**config.mk**
```make
export PLATFORM = sky130hd
export DESIGN_NAME = arb_client
export DESIGN_NICKNAME = d
export VERILOG_FILES = /design/src/rtl/arb_client_pkg.sv /design/src/rtl/arb_client_req_slot.sv /design/src/rtl/arb_client.sv
export SDC_FILE = /design/constraint.sdc
export NUM_CORES = 1
export LEC_CHECK = 0
export ABC_AREA = 1
export ABC_CLOCK_PERIOD_IN_PS = 1600
export BUFFER_PORTS_ARGS = -buffer_cell sky130_fd_sc_hd__buf_2
export CAP_MARGIN = 20
export CORE_AREA = 2 2 107 109
export CTS_BUF_LIST = sky130_fd_sc_hd__clkbuf_4
export DETAILED_ROUTE_END_ITERATION = 6
export DIE_AREA = 0 0 109 111
export PLACE_DENSITY = 0.39
export SLEW_MARGIN = 20
export SYNTH_ARGS = -nofsm -noshare
export SYNTH_HDL_FRONTEND = slang
export SYNTH_HIERARCHICAL = 1
export SYNTH_SLANG_ARGS = --single-unit
export TNS_END_PERCENT = 10
```
**constraint.sdc**
```tcl
create_clock -name clk -period 1.6 [get_ports clk]
set_input_delay 0.24 -clock clk [delete_from_list [all_inputs] [get_ports clk]]
set_output_delay 0.24 -clock clk [all_outputs]
set_load 0.02 [all_outputs]
```
**src/rtl/arb_client_pkg.sv**
```systemverilog
// Shared definitions for the arbiter and its clients: channel count,
// client FSM state encoding and grant-vector helper functions.
package arb_client_pkg;

  localparam int NUM_CH = 4;
  localparam int CH_W   = 2;

  typedef enum logic [1:0] {
    ST_IDLE  = 2'd0,
    ST_SEND  = 2'd1,
    ST_ACK   = 2'd2,
    ST_GUARD = 2'd3
  } arb_state_e;

  // True when exactly one bit of the vector is set.
  function automatic logic is_onehot(input logic [NUM_CH-1:0] v);
    logic [NUM_CH-1:0] one;
    one = {{(NUM_CH-1){1'b0}}, 1'b1};
    return (v != {NUM_CH{1'b0}}) && ((v & (v - one)) == {NUM_CH{1'b0}});
  endfunction

  // True when two or more bits of the vector are set.
  function automatic logic is_multi(input logic [NUM_CH-1:0] v);
    logic [NUM_CH-1:0] one;
    one = {{(NUM_CH-1){1'b0}}, 1'b1};
    return (v & (v - one)) != {NUM_CH{1'b0}};
  endfunction

  // Index of the set bit of a one-hot vector (0 for a zero vector).
  function automatic logic [CH_W-1:0] onehot_to_idx(input logic [NUM_CH-1:0] v);
    logic [CH_W-1:0] idx;
    idx = {CH_W{1'b0}};
    for (int i = 0; i < NUM_CH; i++) begin
      if (v[i]) begin
        idx = CH_W'(i);
      end else begin
        idx = idx;
      end
    end
    return idx;
  endfunction

endpackage

```
**src/rtl/arb_client_req_slot.sv**
```systemverilog
// One channel's request holding register: a pending flag plus the payload
// captured when the request was accepted. The slot refuses new requests
// while pending, so the payload stays stable for the whole transfer.
module req_slot #(
  parameter int DW = 8
) (
  input  logic          clk,
  input  logic          rst,
  input  logic          req_valid,
  input  logic [DW-1:0] req_data,
  input  logic          clr,
  output logic          req_ready,
  output logic          pending,
  output logic [DW-1:0] data
);

  logic          pending_d, pending_q;
  logic [DW-1:0] data_d, data_q;
  logic          accept_s;

  // Next-state: accept when empty, clear when the transfer is acknowledged.
  always_comb begin
    pending_d = pending_q;
    data_d    = data_q;
    accept_s  = req_valid && !pending_q;
    if (accept_s) begin
      pending_d = 1'b1;
      data_d    = req_data;
    end else if (clr) begin
      pending_d = 1'b0;
    end else begin
      pending_d = pending_q;
    end
  end

  // Slot state registers with asynchronous active-low reset.
  always_ff @(posedge clk or negedge rst) begin
    if (!rst) begin
      pending_q <= 1'b0;
      data_q    <= {DW{1'b0}};
    end else begin
      pending_q <= pending_d;
      data_q    <= data_d;
    end
  end

  assign req_ready = !pending_q;
  assign pending   = pending_q;
  assign data      = data_q;

endmodule

```
**src/rtl/arb_client.sv**
```systemverilog
// Arbiter client: collects per-channel requests, presents the pending vector
// to the arbiter, and on a one-hot grant sends that channel's payload
// downstream, acknowledges completion, then waits out a guard interval
// before sampling the grant again.
module arb_client
  import arb_client_pkg::*;
#(
  parameter int DW    = 8,
  parameter int GUARD = 2
) (
  input  logic                 clk,
  input  logic                 rst,
  input  logic [NUM_CH-1:0]    req_valid,
  input  logic [NUM_CH*DW-1:0] req_data,
  output logic [NUM_CH-1:0]    req_ready,
  output logic [NUM_CH-1:0]    reg_out,
  input  logic [NUM_CH-1:0]    grant,
  output logic                 ack,
  output logic                 tx_valid,
  output logic [DW-1:0]        tx_data,
  output logic [CH_W-1:0]      tx_ch,
  input  logic                 tx_ready,
  output logic                 err
);

  localparam int GW = (GUARD > 1) ? $clog2(GUARD) : 1;
  localparam logic [GW-1:0] GUARD_LAST = GW'((GUARD > 0) ? (GUARD - 1) : 0);

  arb_state_e      state_d, state_q;
  logic            tx_valid_d, tx_valid_q;
  logic [DW-1:0]   tx_data_d, tx_data_q;
  logic [CH_W-1:0] tx_ch_d, tx_ch_q;
  logic            ack_d, ack_q;
  logic            err_d, err_q;
  logic [GW-1:0]   guard_cnt_d, guard_cnt_q;

  logic [NUM_CH-1:0] pending_s;
  logic [NUM_CH-1:0] clr_s;
  logic [DW-1:0]     slot_data_s [NUM_CH];
  logic [CH_W-1:0]   grant_idx_s;

  for (genvar i = 0; i < NUM_CH; i++) begin : g_slot
    // The acknowledged channel is released at the end of the ACK cycle.
    assign clr_s[i] = (state_q == ST_ACK) && (tx_ch_q == CH_W'(i));

    req_slot #(.DW(DW)) u_slot (
      .clk       (clk),
      .rst       (rst),
      .req_valid (req_valid[i]),
      .req_data  (req_data[i*DW +: DW]),
      .clr       (clr_s[i]),
      .req_ready (req_ready[i]),
      .pending   (pending_s[i]),
      .data      (slot_data_s[i])
    );
  end

  assign reg_out = pending_s;

  // FSM next-state and registered-output logic.
  always_comb begin
    state_d     = state_q;
    tx_valid_d  = tx_valid_q;
    tx_data_d   = tx_data_q;
    tx_ch_d     = tx_ch_q;
    ack_d       = 1'b0;
    err_d       = 1'b0;
    guard_cnt_d = guard_cnt_q;
    grant_idx_s = onehot_to_idx(grant);
    case (state_q)
      ST_IDLE: begin
        if (is_onehot(grant) && ((grant & pending_s) != {NUM_CH{1'b0}})) begin
          state_d    = ST_SEND;
          tx_valid_d = 1'b1;
          tx_data_d  = slot_data_s[grant_idx_s];
          tx_ch_d    = grant_idx_s;
        end else if (is_multi(grant)) begin
          err_d = 1'b1;
        end else begin
          state_d = ST_IDLE;
        end
      end
      ST_SEND: begin
        // Grant is deliberately ignored here: the transfer always completes.
        if (tx_valid_q && tx_ready) begin
          tx_valid_d = 1'b0;
          ack_d      = 1'b1;
          state_d    = ST_ACK;
        end else begin
          state_d = ST_SEND;
        end
      end
      ST_ACK: begin
        guard_cnt_d = {GW{1'b0}};
        if (GUARD == 0) begin
          state_d = ST_IDLE;
        end else begin
          state_d = ST_GUARD;
        end
      end
      ST_GUARD: begin
        if (guard_cnt_q == GUARD_LAST) begin
          guard_cnt_d = {GW{1'b0}};
          state_d     = ST_IDLE;
        end else begin
          guard_cnt_d = guard_cnt_q + GW'(1);
        end
      end
      default: begin
        state_d     = ST_IDLE;
        tx_valid_d  = 1'b0;
        guard_cnt_d = {GW{1'b0}};
      end
    endcase
  end

  // FSM state and output registers; reset aborts any transfer in flight.
  always_ff @(posedge clk or negedge rst) begin
    if (!rst) begin
      state_q     <= ST_IDLE;
      tx_valid_q  <= 1'b0;
      tx_data_q   <= {DW{1'b0}};
      tx_ch_q     <= {CH_W{1'b0}};
      ack_q       <= 1'b0;
      err_q       <= 1'b0;
      guard_cnt_q <= {GW{1'b0}};
    end else begin
      state_q     <= state_d;
      tx_valid_q  <= tx_valid_d;
      tx_data_q   <= tx_data_d;
      tx_ch_q     <= tx_ch_d;
      ack_q       <= ack_d;
      err_q       <= err_d;
      guard_cnt_q <= guard_cnt_d;
    end
  end

  assign tx_valid = tx_valid_q;
  assign tx_data  = tx_data_q;
  assign tx_ch    = tx_ch_q;
  assign ack      = ack_q;
  assign err      = err_q;

endmodule

```
==> results by group, run 1 <==
Status
  – Status: finished clean

Timing
  – Max Clock Skew: 0.00480 ns
  – Max Fclk: 680 MHz
  – Post-route minimum period: 1.47 ns
  – Max-slew headroom: 0.702
  – Final Setup Violations: 0
  – Final worst-path cycle share: 0.919
  – Worst-margin pin slew: 0.444 ns
  – Hold Vio Cnt, Final: 0
  – Minimum hold slack: 0.100 ns
  – Setup TNS: 0 ns
  – Unrepaired setup endpoints after global routing: no
  – Slew Viols, Final: 0

Global route
  – Vias in the first global route: 2322
  – Initial antenna violation count: 0
  – First-pass GRT wire length: 11400 um
  – GRT Residual Overflow: 0
  – Total GRT Usage: 0.121
  – Largest net degree at the start of global routing: 53

Die
  – Initial Util: 0.242
  – Core area: 0.0111 sq mm
  – Die area: 0.0121 sq mm
  – Num ports: 64
  – Chip Width: 109 um
  – Die Height: 111 um
  – Core Rows: 39

Clock tree
  – CTS buffer count: 5
  – Worst-path clk slew: 0.14 ns
  – CTS Buffer Depth: 2
  – Hold-fix buffer count after cts: 1
  – Root Driver: clkbuf_4
  – Clk sinks: 52
  – CTS tree: yes
  – Clock latency on the worst-skew pair: 0.36 ns
  – Setup Buffers After CTS: 0
  – H-tree levels: 2
  – CTS resizes: 0

Layout
  – NumNets Final: 452
  – Filler Cells Inserted: 1231
  – P&R area growth vs syn: 17.2%
  – Share of layout cells above drive strength 1: 0.240
  – Ant diodes: 0

Yosys
  – XOR/XNOR share of the synthesized area: 0
  – Synthesized area: 0.00269 sq mm
  – Syn_area_per_cell: 7.74 sq um
  – Mux contribution to synthesized area: 0
  – Compound-Gate Fraction of Synth Area: 0.0186
  – Synth warnings: 6
  – Adder and majority cell fraction of the synthesized area: 0
  – Simple-gate area share of the yosys netlist: 0.396
  – Largest family of logic cells by synthesized area: simple AND/OR/NAND/NOR gates
  – Post-Synthesis Cells: 347
  – Yosys reg bits: 52
  – Syn Nets: 390
  – Sequential fraction of the synthesis area: 0.485
  – Synth unique cells: 18

Min path
  – Worst Hold Class: primary input to flop

Power
  – Maximum vdd ir drop: 0.000383 V
  – Comb power frac: 0.415
  – Clock Power Share: 0.117
  – Pwr per Cell Area: 1570 mW/mm^2
  – Power Internal: 2.81 mW
  – NetSw: 2.13 mW
  – Leakage power: 1.81 nW
  – Sw frac: 0.431
  – Seq pwr share: 0.468

Worst setup path
  – Startpoint type of the worst setup path: flop
  – Crit. End Element: primary output
  – Worst path cell trace: inv_2 -> buf_2
  – Critical path's slowest cell: dfrtp_1
  – WP buf/inv: 2
  – Worst-path maximum fanout: 11
  – Req. time, crit path: 1.36 ns
  – Kind of cell adding the most delay to the critical path: flip-flops
  – CP peak stage delay: 0.45 ns
  – Worst setup path class: flop to primary output
  – Critical path arrival: 1.23 ns

Drt
  – DRT iter0 DRCs: 126
  – Antenna Nets Post-Route: 0
  – DR vias/cell: 4.10
  – Wirelength per Cell: 12.1 um
  – Drc violations: 0
  – Routed wire length: 6710 um
  – Vias: 2264
  – DRT Pass-1 Iters: 4

Job
  – Max-Cap Viols: 0

Placement
  – RePlAce Congestion: 0.749
  – I/O Buffers: 63
  – Final HPWL DP: 5220 um
tightest hold or removal path, cell delays in order:
cell and delay, ns:
buf_2 0.07, nand3_1 0.06, nand2_1 0.06
flip-flops by register name (all words and copies together), names as in the netlist, named ones only:
signal,cells
err,1
tx_ch,2
g_slot.u_slot/pending,4
g_slot.u_slot/data,32
state_q,1
tx_data,8
guard_cnt_q,1
tx_valid,1
ack,1
cell usage after synthesis, drive strengths merged:
cell	instances	area share
nand3	54	0.10
nand2	141	0.22
nor3	5	0.0093
a21oi	2	0.0037
buf	13	0.050
inv	36	0.051
nor2	39	0.063
dfrtp	52	0.48
o21ai	5	0.015
cell usage in the layout, fill, tap and decap left out:
cell type      synthesis  routed
inv_2                  5       5
nand2_2                4       4
dlygate4sd3_1          0       1
nor2_8                 1       1
inv_4                  1       1
nand3_2                1       1
nand2_1              130     130
buf_12                 0       1
dfrtp_1               52      52
clkinv_2               0       1
nor3_1                 5       5
buf_4                  0       3
o21ai_0                1       1
o21ai_2                4       4
nor2_4                 1       1
nand3_1               53      53
clkbuf_4               0       6
a21oi_1                2       2
buf_2                  2      63
nand2_4                7       7
inv_1                 30      30
nor2_1                37      37
kinds of logic (layout without fill, tap and decap cells):
family                 after synthesis  count (layout)
AND/OR/NAND/NOR                    239             239
flip-flops                          52              52
buffers and inverters               49             111
AO/OA/AOI/OAI                        7               7
layout make-up:
| cell class | count | area [sq um] | share of cell area |
|---|---|---|---|
| clock buffers | 6 | 45.0 | 0.0143 |
| clock inverters | 1 | 5.00 | 0.00159 |
| inverters | 36 | 138 | 0.0437 |
| multi-input cells | 246 | 1110 | 0.353 |
| flip-flops and latches | 52 | 1300 | 0.413 |
| well taps | 143 | 179 | 0.0568 |
| repair buffers | 68 | 368 | 0.117 |
path summary, 6_finish.rpt:
check / to / start / slack, ns / depth (start not counted)
hold reg to reg: g_slot[2].u_slot/data[5]$_DFFE_PN0P_ / g_slot[2].u_slot/data[5]$_DFFE_PN0P_ / 0.49 / 2
hold / removal: g_slot[3].u_slot/data[3]$_DFFE_PN0P_ / req_data[27] / 0.10 / 3
setup reg to reg: tx_data[2]$_DFFE_PN0P_ / flop / 0.23 / 6
min in group asynchronous: ack$_DFF_PN0_ / rst / 0.38 / 3
max in group asynchronous: g_slot[3].u_slot/data[6]$_DFFE_PN0P_ / rst / 0.98 / 3
setup / recovery: req_ready[2] / g_slot[2].u_slot/pending$_DFFE_PN0P_ / 0.13 / 2
metal layers:
metal,vias up,global-route usage,part of all wire
li1,1188,-,-
met3,7,0.0223,0.040
met5,-,0,0
met4,0,0.0342,0.016
met2,48,0.189,0.45
met1,1021,0.169,0.50
through the flow:
stage	area [sq um]	setup WS, ns	cells	power (mW)	util
after floorplan	2690	0.401	347	3.82	-
after global placement	3090	0.175	544	4.42	0.279
after detailed placement	3090	0.155	544	4.44	0.279
after CTS	3150	0.0913	552	5.05	0.284
after global routing	3150	0.0183	552	5.45	0.284
final	3150	0.129	552	4.94	0.284
power groups by stage:
stage               Clock, mW  Combinational [mW]  Sequential, mW
CTS                     0.622                2.10            2.33
global route            0.667                2.38            2.41
global placement            0                2.07            2.35
finish                  0.578                2.05            2.31
detailed placement          0                2.09            2.36
floorplan                   0                1.36            2.46
Power figures use the tool's default switching activity.
==> inputs of run 2 (changes only) <==
--- a/config.mk
+++ b/config.mk
@@ -7,13 +7,13 @@
 export LEC_CHECK = 0
 export ABC_AREA = 1
 export ABC_CLOCK_PERIOD_IN_PS = 1600
-export BUFFER_PORTS_ARGS = -buffer_cell sky130_fd_sc_hd__buf_2
 export CAP_MARGIN = 20
 export CORE_AREA = 2 2 107 109
 export CTS_BUF_LIST = sky130_fd_sc_hd__clkbuf_4
 export DETAILED_ROUTE_END_ITERATION = 6
 export DIE_AREA = 0 0 109 111
-export PLACE_DENSITY = 0.39
+export DONT_BUFFER_PORTS = 1
+export PLACE_DENSITY = 0.34
 export SLEW_MARGIN = 20
 export SYNTH_ARGS = -nofsm -noshare
 export SYNTH_HDL_FRONTEND = slang
==> run 2 against run 1 <==
Compared with the run above:
- global-route usage increased by 0.81 points
- via count decreased by 3.5%
- worst setup slack improved by 0.0026 ns
- first-iteration DRC count decreased by 9.5%
- non-clock buffer count decreased by 21
- sequential power increased by 8%
- fmax increased by 0.18%
- critical endpoint unchanged
==> results by group, run 2 (synthesis results as in run 1) <==
Global route
  – Initial antenna violation count: 0
  – Vias in the first global route: 2287
  – GRT Residual Overflow: 0
  – Total GRT Usage: 0.129
  – Largest net degree at the start of global routing: 53
  – First-pass GRT wire length: 12000 um

Layout
  – Multi-input combinational cell area: 0.00111 sq mm
  – Most frequent cells in the layout: nand2_1, nand3_1, dfrtp_1
  – Filler Cells Inserted: 1220
  – Commonest non-fill, non-tap cell in the layout: nand2_1
  – Final non-filler cell total: 532
  – P&R area growth vs syn: 21.5%
  – Storage cell area: 0.00130 sq mm
  – Ant diodes: 0
  – Share of layout cells above drive strength 1: 0.100
  – NumNets Final: 431
  – Largest register FFs: 32

Power
  – Leakage power: 1.71 nW
  – Power Internal: 2.79 mW
  – Pwr per Cell Area: 1510 mW/mm^2
  – Clock Power Share: 0.125
  – NetSw: 2.14 mW
  – Maximum vdd ir drop: 0.000444 V
  – Seq pwr share: 0.507
  – Sw frac: 0.434
  – Comb power frac: 0.368

Timing
  – Final Setup Violations: 0
  – Max-slew headroom: 0.723
  – Minimum hold slack: 0.0167 ns
  – Final worst-path cycle share: 0.918
  – Setup TNS: 0 ns
  – Max Fclk: 681 MHz
  – Slew Viols, Final: 0
  – Hold Vio Cnt, Final: 0
  – Post-route minimum period: 1.47 ns
  – Worst-margin pin slew: 0.414 ns
  – Max Clock Skew: 0.00805 ns
  – Unrepaired setup endpoints after global routing: no

Worst setup path
  – Req. time, crit path: 1.36 ns
  – Worst setup path class: flop to primary output
  – Crit. End Element: primary output
  – Critical path arrival: 1.23 ns
  – Worst-path maximum fanout: 11
  – Startpoint type of the worst setup path: flop

Die
  – Core area: 0.0111 sq mm
  – Core Rows: 39
  – Initial Util: 0.242
  – Chip Width: 109 um
  – Die Height: 111 um
  – Num ports: 64
  – Die area: 0.0121 sq mm

Clock tree
  – CTS tree: yes
  – Setup Buffers After CTS: 0
  – Worst-path clk slew: 0.15 ns
  – Clock latency on the worst-skew pair: 0.37 ns
  – CTS Buffer Depth: 2
  – Root Driver: clkbuf_4
  – H-tree levels: 2
  – Clk sinks: 52
  – CTS buffer count: 5

Placement
  – RePlAce Congestion: 0.790
  – Dpl cells: 483
  – Final HPWL DP: 5300 um
  – I/O Buffers: 0

Job
  – Max-Cap Viols: 0

Drt
  – Antenna Nets Post-Route: 0
  – Wirelength per Cell: 13.5 um
  – DRT iter0 DRCs: 114
  – DRT Pass-1 Iters: 4
  – Drc violations: 0
  – DR vias/cell: 4.11
  – Vias: 2184
  – Routed wire length: 7200 um

Status
  – Status: finished clean

Min path
  – Worst Hold Class: primary input to flop
-- run 2: changes by cell type in the layout (fill, tap and decap cells not counted), sizes merged --
cell         before  now
buf              67    7
clkbuf            6    7
dlygate4sd3       1   40
-- run 2: worst paths after layout --
kind | from | end | slack (ns) | depth (start not counted)
setup / recovery | g_slot[2].u_slot/pending$_DFFE_PN0P_ | req_ready[2] | 0.13 | 2
hold / removal | req_data[2] | g_slot[0].u_slot/data[2]$_DFFE_PN0P_ | 0.02 | 2
setup reg to reg | g_slot[1].u_slot/pending$_DFFE_PN0P_ | g_slot[1].u_slot/data[7]$_DFFE_PN0P_ | 0.17 | 4
hold reg to reg | g_slot[2].u_slot/data[3]$_DFFE_PN0P_ | g_slot[2].u_slot/data[3]$_DFFE_PN0P_ | 0.49 | 2
max in group asynchronous | rst | g_slot[1].u_slot/pending$_DFFE_PN0P_ | 0.99 | 2
min in group asynchronous | rst | g_slot[3].u_slot/data[5]$_DFFE_PN0P_ | 0.37 | 2
-- run 2: repair_timing --
| item | CTS | global route |
|---|---|---|
| hold endpoints to repair | 80 | 1 |
| hold buffers | 39 | 2 |
| resized for setup | 0 | 3 |
| setup endpoints to repair | 0 | 8 |
-- run 2: worst max-delay path, cell delays in order, from the launching register on --
cell and delay (ns):
dfrtp_1 0.43, buf_4 0.17, inv_2 0.24
-- run 2: per-layer routing --
metal,global-route usage,up-vias,share of wire
met4,0.0350,0,0.015
met3,0.0235,7,0.043
met2,0.197,44,0.44
li1,-,1151,-
met5,0,-,0
met1,0.186,982,0.50
-- run 2: stage by stage --
step | total power, mW | utilization | instance area [sq um] | setup WS, ns
finish | 4.93 | 0.295 | 3260 | 0.132
global route | 5.44 | 0.295 | 3260 | 0.0408
global placement | 4.24 | 0.251 | 2780 | 0.254
floorplan | 3.82 | - | 2690 | 0.401
detailed placement | 4.25 | 0.251 | 2780 | 0.227
CTS | 5.04 | 0.292 | 3240 | 0.0334
-- run 2: layout make-up --
class                   count  share of cell area
clock buffers               7              0.0161
clock inverters             1             0.00115
inverters                  36              0.0429
multi-input cells         246               0.341
flip-flops and latches     52               0.399
well taps                 143              0.0548
repair buffers             47               0.145
-- run 2: power groups by stage --
stage	sequential (mW)	clock [mW]	combinational, mW
2_1_floorplan	2.46	0	1.36
3_3_place_gp	2.53	0	1.71
3_5_place_dp	2.53	0	1.72
4_1_cts	2.51	0.673	1.86
5_1_grt	2.59	0.711	2.14
6_report	2.50	0.618	1.82
==> inputs of run 3 (changes only) <==
--- a/config.mk
+++ b/config.mk
@@ -6,14 +6,16 @@
 export NUM_CORES = 1
 export LEC_CHECK = 0
 export ABC_AREA = 1
-export ABC_CLOCK_PERIOD_IN_PS = 1600
+export ABC_CLOCK_PERIOD_IN_PS = 1440
 export CAP_MARGIN = 20
-export CORE_AREA = 2 2 107 109
+export CELL_PAD_IN_SITES_DETAIL_PLACEMENT = 0
+export CELL_PAD_IN_SITES_GLOBAL_PLACEMENT = 1
+export CORE_AREA = 2 2 79 81
 export CTS_BUF_LIST = sky130_fd_sc_hd__clkbuf_4
 export DETAILED_ROUTE_END_ITERATION = 6
-export DIE_AREA = 0 0 109 111
+export DIE_AREA = 0 0 81 83
 export DONT_BUFFER_PORTS = 1
-export PLACE_DENSITY = 0.34
+export PLACE_DENSITY = 0.75
 export SLEW_MARGIN = 20
 export SYNTH_ARGS = -nofsm -noshare
 export SYNTH_HDL_FRONTEND = slang
==> constraint.sdc (replaced) <==
create_clock -name clk -period 1.44 [get_ports clk]
set_input_delay 0.216 -clock clk [delete_from_list [all_inputs] [get_ports clk]]
set_output_delay 0.216 -clock clk [all_outputs]
set_load 0.02 [all_outputs]
==> run 3 against run 2 <==
Compared with the run above:
- register-to-register slack barely moved
- sequential share of layout area rose by 0.44 points
- critical path depth rose by 1
- first-iteration DRC count rose by 17%
- clock power rose by 4.9%
- via count rose by 3.6%
- critical endpoint is now req_ready[1]
- largest power group unchanged
==> results by group, run 3 (synthesis results as in run 1) <==
Layout
  – NumNets Final: 434
  – P&R area growth vs syn: 20.1%
  – Commonest non-fill, non-tap cell in the layout: nand2_1
  – Most frequent cells in the layout: nand2_1, nand3_1, dfrtp_1
  – Share of layout cells above drive strength 1: 0.107
  – Storage cell area: 0.00130 sq mm
  – Multi-input combinational cell area: 0.00111 sq mm
  – Final non-filler cell total: 467
  – Largest register FFs: 32
  – Ant diodes: 0
  – Filler Cells Inserted: 582

Placement
  – RePlAce Congestion: 0.804
  – Final HPWL DP: 4470 um
  – I/O Buffers: 0
  – Dpl cells: 418

Drt
  – WL met3: 268 um
  – Routed wl met2: 2970 um
  – DRT iter0 DRCs: 133
  – Vias: 2263
  – Antenna Nets Post-Route: 0
  – Highest Signal Layer: met4
  – Wirelength per Cell: 13.5 um
  – Drc violations: 0
  – Wl on met1: 2970 um
  – DR vias/cell: 4.85
  – DRT Pass-1 Iters: 4
  – Routed wire length: 6280 um

Timing
  – Max Clock Skew: 0.0126 ns
  – Slew Viols, Final: 0
  – Unrepaired setup endpoints after global routing: no
  – Final Setup Violations: 0
  – Minimum hold slack: 0.0113 ns
  – Worst-margin pin slew: 0.367 ns
  – Max-slew headroom: 0.754
  – Final worst-path cycle share: 0.942
  – Hold Vio Cnt, Final: 0
  – Post-route minimum period: 1.36 ns
  – Max Fclk: 737 MHz
  – Setup TNS: 0 ns

Die
  – Chip Width: 81 um
  – Num ports: 64
  – Core Rows: 28
  – Die Height: 83 um
  – Core area: 0.00582 sq mm
  – Initial Util: 0.462
  – Die area: 0.00672 sq mm

Clock tree
  – CTS Buffer Depth: 2
  – Worst-path clk slew: 0.14 ns
  – Root Driver: clkbuf_4
  – H-tree levels: 2
  – CTS buffer count: 5
  – Setup Buffers After CTS: 0
  – CTS tree: yes
  – Clk sinks: 52
  – Clock latency on the worst-skew pair: 0.36 ns

Worst setup path
  – Worst path cell trace: buf_4 -> inv_8 -> buf_12
  – Critical path arrival: 1.14 ns
  – Worst-path maximum fanout: 7
  – Critical path depth: 3
  – WP buf/inv: 3
  – Crit. End Element: primary output
  – Req. time, crit path: 1.22 ns
  – Startpoint type of the worst setup path: flop
  – Critical path's slowest cell: dfrtp_1
  – Worst setup path class: flop to primary output
  – R2r worst-path depth: 6
  – Kind of cell adding the most delay to the critical path: flip-flops
  – CP peak stage delay: 0.40 ns

Global route
  – Vias in the first global route: 2214
  – Largest net degree at the start of global routing: 53
  – GRT Residual Overflow: 0
  – First-pass GRT wire length: 10300 um
  – Initial antenna violation count: 0
  – Total GRT Usage: 0.197

Power
  – Leakage power: 1.75 nW
  – Clock Power Share: 0.118
  – Seq pwr share: 0.498
  – Sw frac: 0.426
  – Pwr per Cell Area: 1700 mW/mm^2
  – Comb power frac: 0.384
  – NetSw: 2.34 mW
  – Maximum vdd ir drop: 0.000882 V
  – Power Internal: 3.16 mW

Job
  – Max-Cap Viols: 0

Min path
  – Hold Path Cell Cnt: 2
  – Worst Hold Class: primary input to flop

Status
  – Status: finished clean
## run 3: cell count changes in the layout (fill, tap and decap cells not counted), sizes merged
| cell | change |
|---|---|
| inv | -2 |
| clkinv | +2 |
| buf | +3 |
## run 3: what timing repair did
action,CTS,global route
hold buffers,37,4
resized for setup,1,7
setup endpoints to repair,1,11
hold endpoints to repair,83,4
## run 3: routing by layer
layer	global-route usage	up-vias
met5	0	-
met4	0.0524	0
met3	0.0413	8
met2	0.311	59
met1	0.275	1039
li1	-	1157
## run 3: through the flow
| step | area, sq um | util | setup WS [ns] | total power [mW] |
|---|---|---|---|---|
| after floorplan | 2690 | - | 0.241 | 4.25 |
| after global placement | 2730 | 0.469 | 0.138 | 4.69 |
| after detailed placement | 2730 | 0.469 | 0.101 | 4.74 |
| after CTS | 3170 | 0.545 | 0.0142 | 5.51 |
| after global routing | 3220 | 0.554 | 0.0107 | 5.99 |
| final | 3220 | 0.554 | 0.0839 | 5.50 |
## run 3: area by class of cell
class / count / area share
flip-flops and latches: 52 / 0.404
repair buffers: 50 / 0.158
clock buffers: 7 / 0.0163
clock inverters: 1 / 0.00116
well taps: 75 / 0.0291
inverters: 36 / 0.0466
multi-input cells: 246 / 0.346
## run 3: power by group through the flow
stage / Sequential, mW / Combinational (mW) / Clock, mW
floorplan: 2.74 / 1.51 / 0
finish: 2.74 / 2.11 / 0.648
CTS: 2.74 / 2.10 / 0.671
detailed placement: 2.77 / 1.96 / 0
global placement: 2.76 / 1.92 / 0
global route: 2.82 / 2.42 / 0.747
## run 3: path summary, 6_finish.rpt
path / from / slack (ns) / endpoint
max: g_slot[1].u_slot/pending$_DFFE_PN0P_ / 0.08 / req_ready[1]
min: req_valid[3] / 0.01 / g_slot[3].u_slot/pending$_DFFE_PN0P_
max reg2reg: flop / 0.16 / tx_data[0]$_DFFE_PN0P_
min reg2reg: g_slot[1].u_slot/data[5]$_DFFE_PN0P_ / 0.48 / g_slot[1].u_slot/data[5]$_DFFE_PN0P_
max in group asynchronous: rst / 0.84 / tx_data[4]$_DFFE_PN0P_
min in group asynchronous: rst / 0.35 / g_slot[0].u_slot/data[0]$_DFFE_PN0P_
